$ cat config.mk
export PLATFORM = sky130hd
export DESIGN_NAME = bcd_rate_counter
export DESIGN_NICKNAME = d
export VERILOG_FILES = /design/src/rtl/bcd_rate_counter.sv
export SDC_FILE = /design/constraint.sdc
export NUM_CORES = 1
export LEC_CHECK = 0
export ABC_CLOCK_PERIOD_IN_PS = 2500
export CAP_MARGIN = 10
export CELL_PAD_IN_SITES_DETAIL_PLACEMENT = 1
export CELL_PAD_IN_SITES_GLOBAL_PLACEMENT = 2
export CORE_MARGIN = 3
export CORE_UTILIZATION = 33
export CTS_BUF_LIST = sky130_fd_sc_hd__clkbuf_2 sky130_fd_sc_hd__clkbuf_4 sky130_fd_sc_hd__clkbuf_8
export DETAILED_ROUTE_END_ITERATION = 8
export PLACE_DENSITY_LB_ADDON = 0.1
export SLEW_MARGIN = 20
export SYNTH_ARGS = -nofsm -noshare
export SYNTH_HDL_FRONTEND = slang
export SYNTH_SLANG_ARGS = --single-unit
$ cat constraint.sdc
create_clock -name clk -period 2.5 [get_ports clk]
set_clock_uncertainty 0.2 [all_clocks]
set_input_delay 0.25 -clock clk [delete_from_list [all_inputs] [get_ports clk]]
set_output_delay 0.25 -clock clk [all_outputs]
set_load 0.01 [all_outputs]
$ cat src/rtl/bcd_rate_counter.sv
// BCD up/down counter advanced by a DIV-cycle prescaler, with load, wrap pulse and 7-seg decode.
// Down counting (borrow chain) exists only when BCD_RATE_COUNTER_DOWN_EN is defined.

module bcd_rate_counter_digit (
  input  logic [3:0] dig_i,
  input  logic [3:0] ld_i,
  input  logic       step_i,
  input  logic       up_i,
  output logic [3:0] nxt_o,
  output logic [3:0] ld_clamp_o,
  output logic       cout_o,
  output logic [6:0] seg_o
);

`ifndef BCD_RATE_COUNTER_DOWN_EN
  logic unused_up;
  assign unused_up = up_i;
`endif

  always_comb begin
    nxt_o  = dig_i;
    cout_o = 1'b0;
    if (step_i) begin
`ifdef BCD_RATE_COUNTER_DOWN_EN
      if (!up_i) begin
        if (dig_i == 4'd0) begin
          nxt_o  = 4'd9;
          cout_o = 1'b1;
        end else begin
          nxt_o = dig_i - 4'd1;
        end
      end else if (dig_i >= 4'd9) begin
        nxt_o  = 4'd0;
        cout_o = 1'b1;
      end else begin
        nxt_o = dig_i + 4'd1;
      end
`else
      if (dig_i >= 4'd9) begin
        nxt_o  = 4'd0;
        cout_o = 1'b1;
      end else begin
        nxt_o = dig_i + 4'd1;
      end
`endif
    end
  end

  assign ld_clamp_o = (ld_i > 4'd9) ? 4'd9 : ld_i;

  // Segments a..g on bits 0..6, low = lit.
  always_comb begin
    case (dig_i)
      4'd0:    seg_o = 7'b1000000;
      4'd1:    seg_o = 7'b1111001;
      4'd2:    seg_o = 7'b0100100;
      4'd3:    seg_o = 7'b0110000;
      4'd4:    seg_o = 7'b0011001;
      4'd5:    seg_o = 7'b0010010;
      4'd6:    seg_o = 7'b0000010;
      4'd7:    seg_o = 7'b1111000;
      4'd8:    seg_o = 7'b0000000;
      4'd9:    seg_o = 7'b0010000;
      default: seg_o = 7'b1111111;
    endcase
  end

endmodule

module bcd_rate_counter #(
  parameter int DIGITS = 2,
  parameter int DIV    = 50000000
) (
  input  logic                  clk,
  input  logic                  clear,
  input  logic                  en,
  input  logic                  load,
  input  logic [4*DIGITS-1:0]   load_val,
  input  logic                  up_dn,
  output logic [4*DIGITS-1:0]   count,
  output logic                  tick,
  output logic                  wrap,
  output logic [7*DIGITS-1:0]   hex
);

  localparam int            PW   = (DIV > 1) ? $clog2(DIV) : 1;
  localparam logic [PW-1:0] PMAX = PW'(DIV - 1);

  logic [PW-1:0]          presc_q, presc_d;
  logic [4*DIGITS-1:0]    count_q, count_d;
  logic                   wrap_q, wrap_d;

  logic [4*DIGITS-1:0]    step_val;
  logic [4*DIGITS-1:0]    ld_clamp;
  logic [DIGITS:0]        carry;

  assign tick     = en && (presc_q == PMAX);
  assign carry[0] = tick;

  // Carry/borrow ripples digit to digit; carry out of the top digit is the rollover.
  genvar gi;
  generate
    for (gi = 0; gi < DIGITS; gi++) begin : g_dig
      bcd_rate_counter_digit u_dig (
        .dig_i      (count_q[4*gi +: 4]),
        .ld_i       (load_val[4*gi +: 4]),
        .step_i     (carry[gi]),
        .up_i       (up_dn),
        .nxt_o      (step_val[4*gi +: 4]),
        .ld_clamp_o (ld_clamp[4*gi +: 4]),
        .cout_o     (carry[gi+1]),
        .seg_o      (hex[7*gi +: 7])
      );
    end
  endgenerate

  always_comb begin
    presc_d = presc_q;
    count_d = step_val;
    wrap_d  = 1'b0;
    if (load) begin
      presc_d = '0;
      count_d = ld_clamp;
    end else begin
      wrap_d = carry[DIGITS];
      if (en) presc_d = (presc_q == PMAX) ? '0 : presc_q + PW'(1);
    end
  end

  always_ff @(posedge clk or negedge clear) begin
    if (!clear) begin
      presc_q <= '0;
      count_q <= '0;
      wrap_q  <= 1'b0;
    end else begin
      presc_q <= presc_d;
      count_q <= count_d;
      wrap_q  <= wrap_d;
    end
  end

  assign count = count_q;
  assign wrap  = wrap_q;

endmodule

==> qor.yml <==
grt_pass1_wl_mm: 10.56
finalHoldViolCount: 0
die_x_um: 88.52
postCtsHoldBufs: 0
initial_core_util_pct: 34.79
yosysTopAreaCell: "dfrtp_1"
cp-start-kind: "flop"
total_power_w: 0.001377
syn_nets: 289
seq_area_um2: 877.1
pin_count: 37
synthToLayoutAreaGrowth_pct: 34.02
yosysSeqAreaShare_pct: 38.98
gp_congestion: 0.7775
drive_gt1_share_pct: 17.07
crit_buf_inv: 2
fmax_ghz: 0.4191
synth_edf_count: 0
outcome: "finished clean"
worst_slew_margin_rel_pct: 67.34
finalSetupTns_ns: 0
yosys_warnings: 0
layout_commonest_cell: "nor2_1"
grt_pass1_vias: 2177
grt.overflow.total: 0
maxCapViolCount: 0
grtUsageTotal_pct: 17.26
core_area_um2: 6459
required_ns: 2.05
ys_ff_latch: 35
cts_root_buffer: "clkbuf_8"
vdd_drop_max_v: 0.0003105
final_antenna_net_count: 0
fin_crit_sh_pct: 95.45
ys_async_sr_fraction_pct: 100.0
rsz0062_at_grt: "false"
cts_tree: "yes"
drv_slew: 0
fin_crit_ns: 2.386
r2r_slack_ns: 0.18
numClockSinks: 35
num_vias: 2117
synth_top_cell_area_share_pct: 38.98
p_leak_nw: 1.310
ys_types: 41
slowest_stage: "clkdlybuf4s50_1"
clk_latency_ns: 0.29
ys_top_cells_by_area: "dfrtp_1 (39%), xor2_1 (6.6%), ha_1 (6.1%), nor2_1 (6.0%), nand2_1 (4.3%)"
vias_per_cell: 5.227
detailed_place_hpwl_mm: 4.402
dieArea_um2: 7836
drc: 0
port_buffers: 35
rows: 29
ys.flop_type: "dfrtp_1"
power_density_nw_per_um2: 457.1
fillCellCount: 776
cts-buffers-inserted: 5
fin_nets: 352
firstDrtPassIters: 4
cp_max_fo: 6
cts_htree_levels: 2
critical_path.endpoint_type: "output pin"
multiInputGateArea_um2: 1303
num_antenna_cells: 0
syn_area_um2: 2247
worstSetupPathType: "reg2out"
final_cell_mix: "nor2_1 (36), dfrtp_1 (34), buf_4 (32), clkdlybuf4s50_1 (30), nand2_1 (26)"
wl_per_cell_um: 15.18
path_clk_slew_ns: 0.07
critPathArrivalTime_ns: 1.94
grt_start_max_net_pins: 36
finalSetupViolations: 0
drt-initial-drc-count: 53
antenna_found_initial: 0
cts_buffer_depth: 2
tightest_slew_ns: 0.4848
synthCells: 265
critPathTopFamily: "buffers and inverters"
crit_chain: "buf_4, ha_1, nand2b_1, o21ai_0, a21oi_1, clkdlybuf4s50_1"
crit_path_max_incr_delay_ns: 0.54
wl_mm: 6.146
die_h_um: 88.52
hold_class: "in2async"
synth.avg_cell_area_um2: 8.480
## state kept, by name (all words and copies together) (netlist names)
| name | count |
|---|---|
| count | 8 |
| presc_q | 26 |
| wrap | 1 |
## stage by stage
step | hold slack, ns | util [%] | cells | instance area, µm² | setup WS (ns)
after global routing | 0.2287 | 46.63 | 405 | 3012 | 0.001329
after floorplan | -0.2456 | - | 265 | 2247 | 0.2915
final | 0.1908 | 46.63 | 405 | 3012 | 0.1139
after global placement | 0.3302 | 44.34 | 394 | 2864 | 0.1006
after detailed placement | 0.3310 | 44.34 | 394 | 2864 | 0.04107
after CTS | 0.2056 | 46.13 | 404 | 2979 | 0.0005351
## path summary, 6_finish.rpt
kind,cells after the start,to,startpoint
max in group asynchronous,2,count[4]$_DFFE_PN0P_,clear
max,6,hex[13],count[5]$_DFFE_PN0P_
min in group clk,2,presc_q[15]$_DFFE_PN0P_,presc_q[15]$_DFFE_PN0P_
min reg2reg,2,presc_q[15]$_DFFE_PN0P_,presc_q[15]$_DFFE_PN0P_
min,2,count[2]$_DFFE_PN0P_,clear
max reg2reg,7,count[5]$_DFFE_PN0P_,presc_q[18]$_DFFE_PN0P_
## timing repair
action                     4_1_cts  5_1_grt
resized for setup                4        8
pin swaps                        2        0
buffers inserted                 3        1
cloned                           0        0
setup endpoints to repair        3        8
## cell type report
cell class                      count  share of cell area (%)
Clock buffer                        6                   2.742
Timing Repair Buffer               67                   19.78
Tap cell                           77                   3.199
Inverter                           14                   1.745
Multi-Input combinational cell    205                   43.25
Sequential cell                    35                   29.12
Clock inverter                      1                  0.1662
## Yosys cell counts, types with 5 or more instances
cell type / instances
inv_1: 13
ha_1: 11
nand3_1: 13
dfrtp_1: 35
xor2_1: 17
clkbuf_1: 8
nand2b_1: 6
nor2_1: 36
nor3_1: 8
nand4_1: 7
nand2_1: 26
xnor2_1: 5
a21oi_1: 18
o21ai_0: 13
## routing by layer
layer  up-vias  GRT usage (%)  routed length (µm)
met5         -              0                   0
met4         0          4.533                  44
met3         6          3.259                 207
met2        34          28.62                3049
met1      1035          23.18                2844
li1       1042              -                   -
## report_power, final
part / internal (W) / switching, W / leakage [nW] / total, W
logic: 0.000173 / 0.000172 / 0.795 / 0.000345
registers: 0.000582 / 0.0000224 / 0.468 / 0.000604
clock network: 0.000216 / 0.000211 / 0.0470 / 0.000428
## kinds of logic after synthesis
| group | after synthesis | synth area share [%] |
|---|---|---|
| AOI/OAI and AO/OA | 46 | 11.97 |
| xor gates and xnor gates | 22 | 8.574 |
| adders and majority gates | 11 | 6.125 |
| muxes | 3 | 1.392 |
| and+or+nand+nor | 123 | 28.62 |
| DFF | 35 | 38.98 |
| buffers and inverters | 25 | 4.343 |
Note: power is estimated with default switching activity, not from simulation.
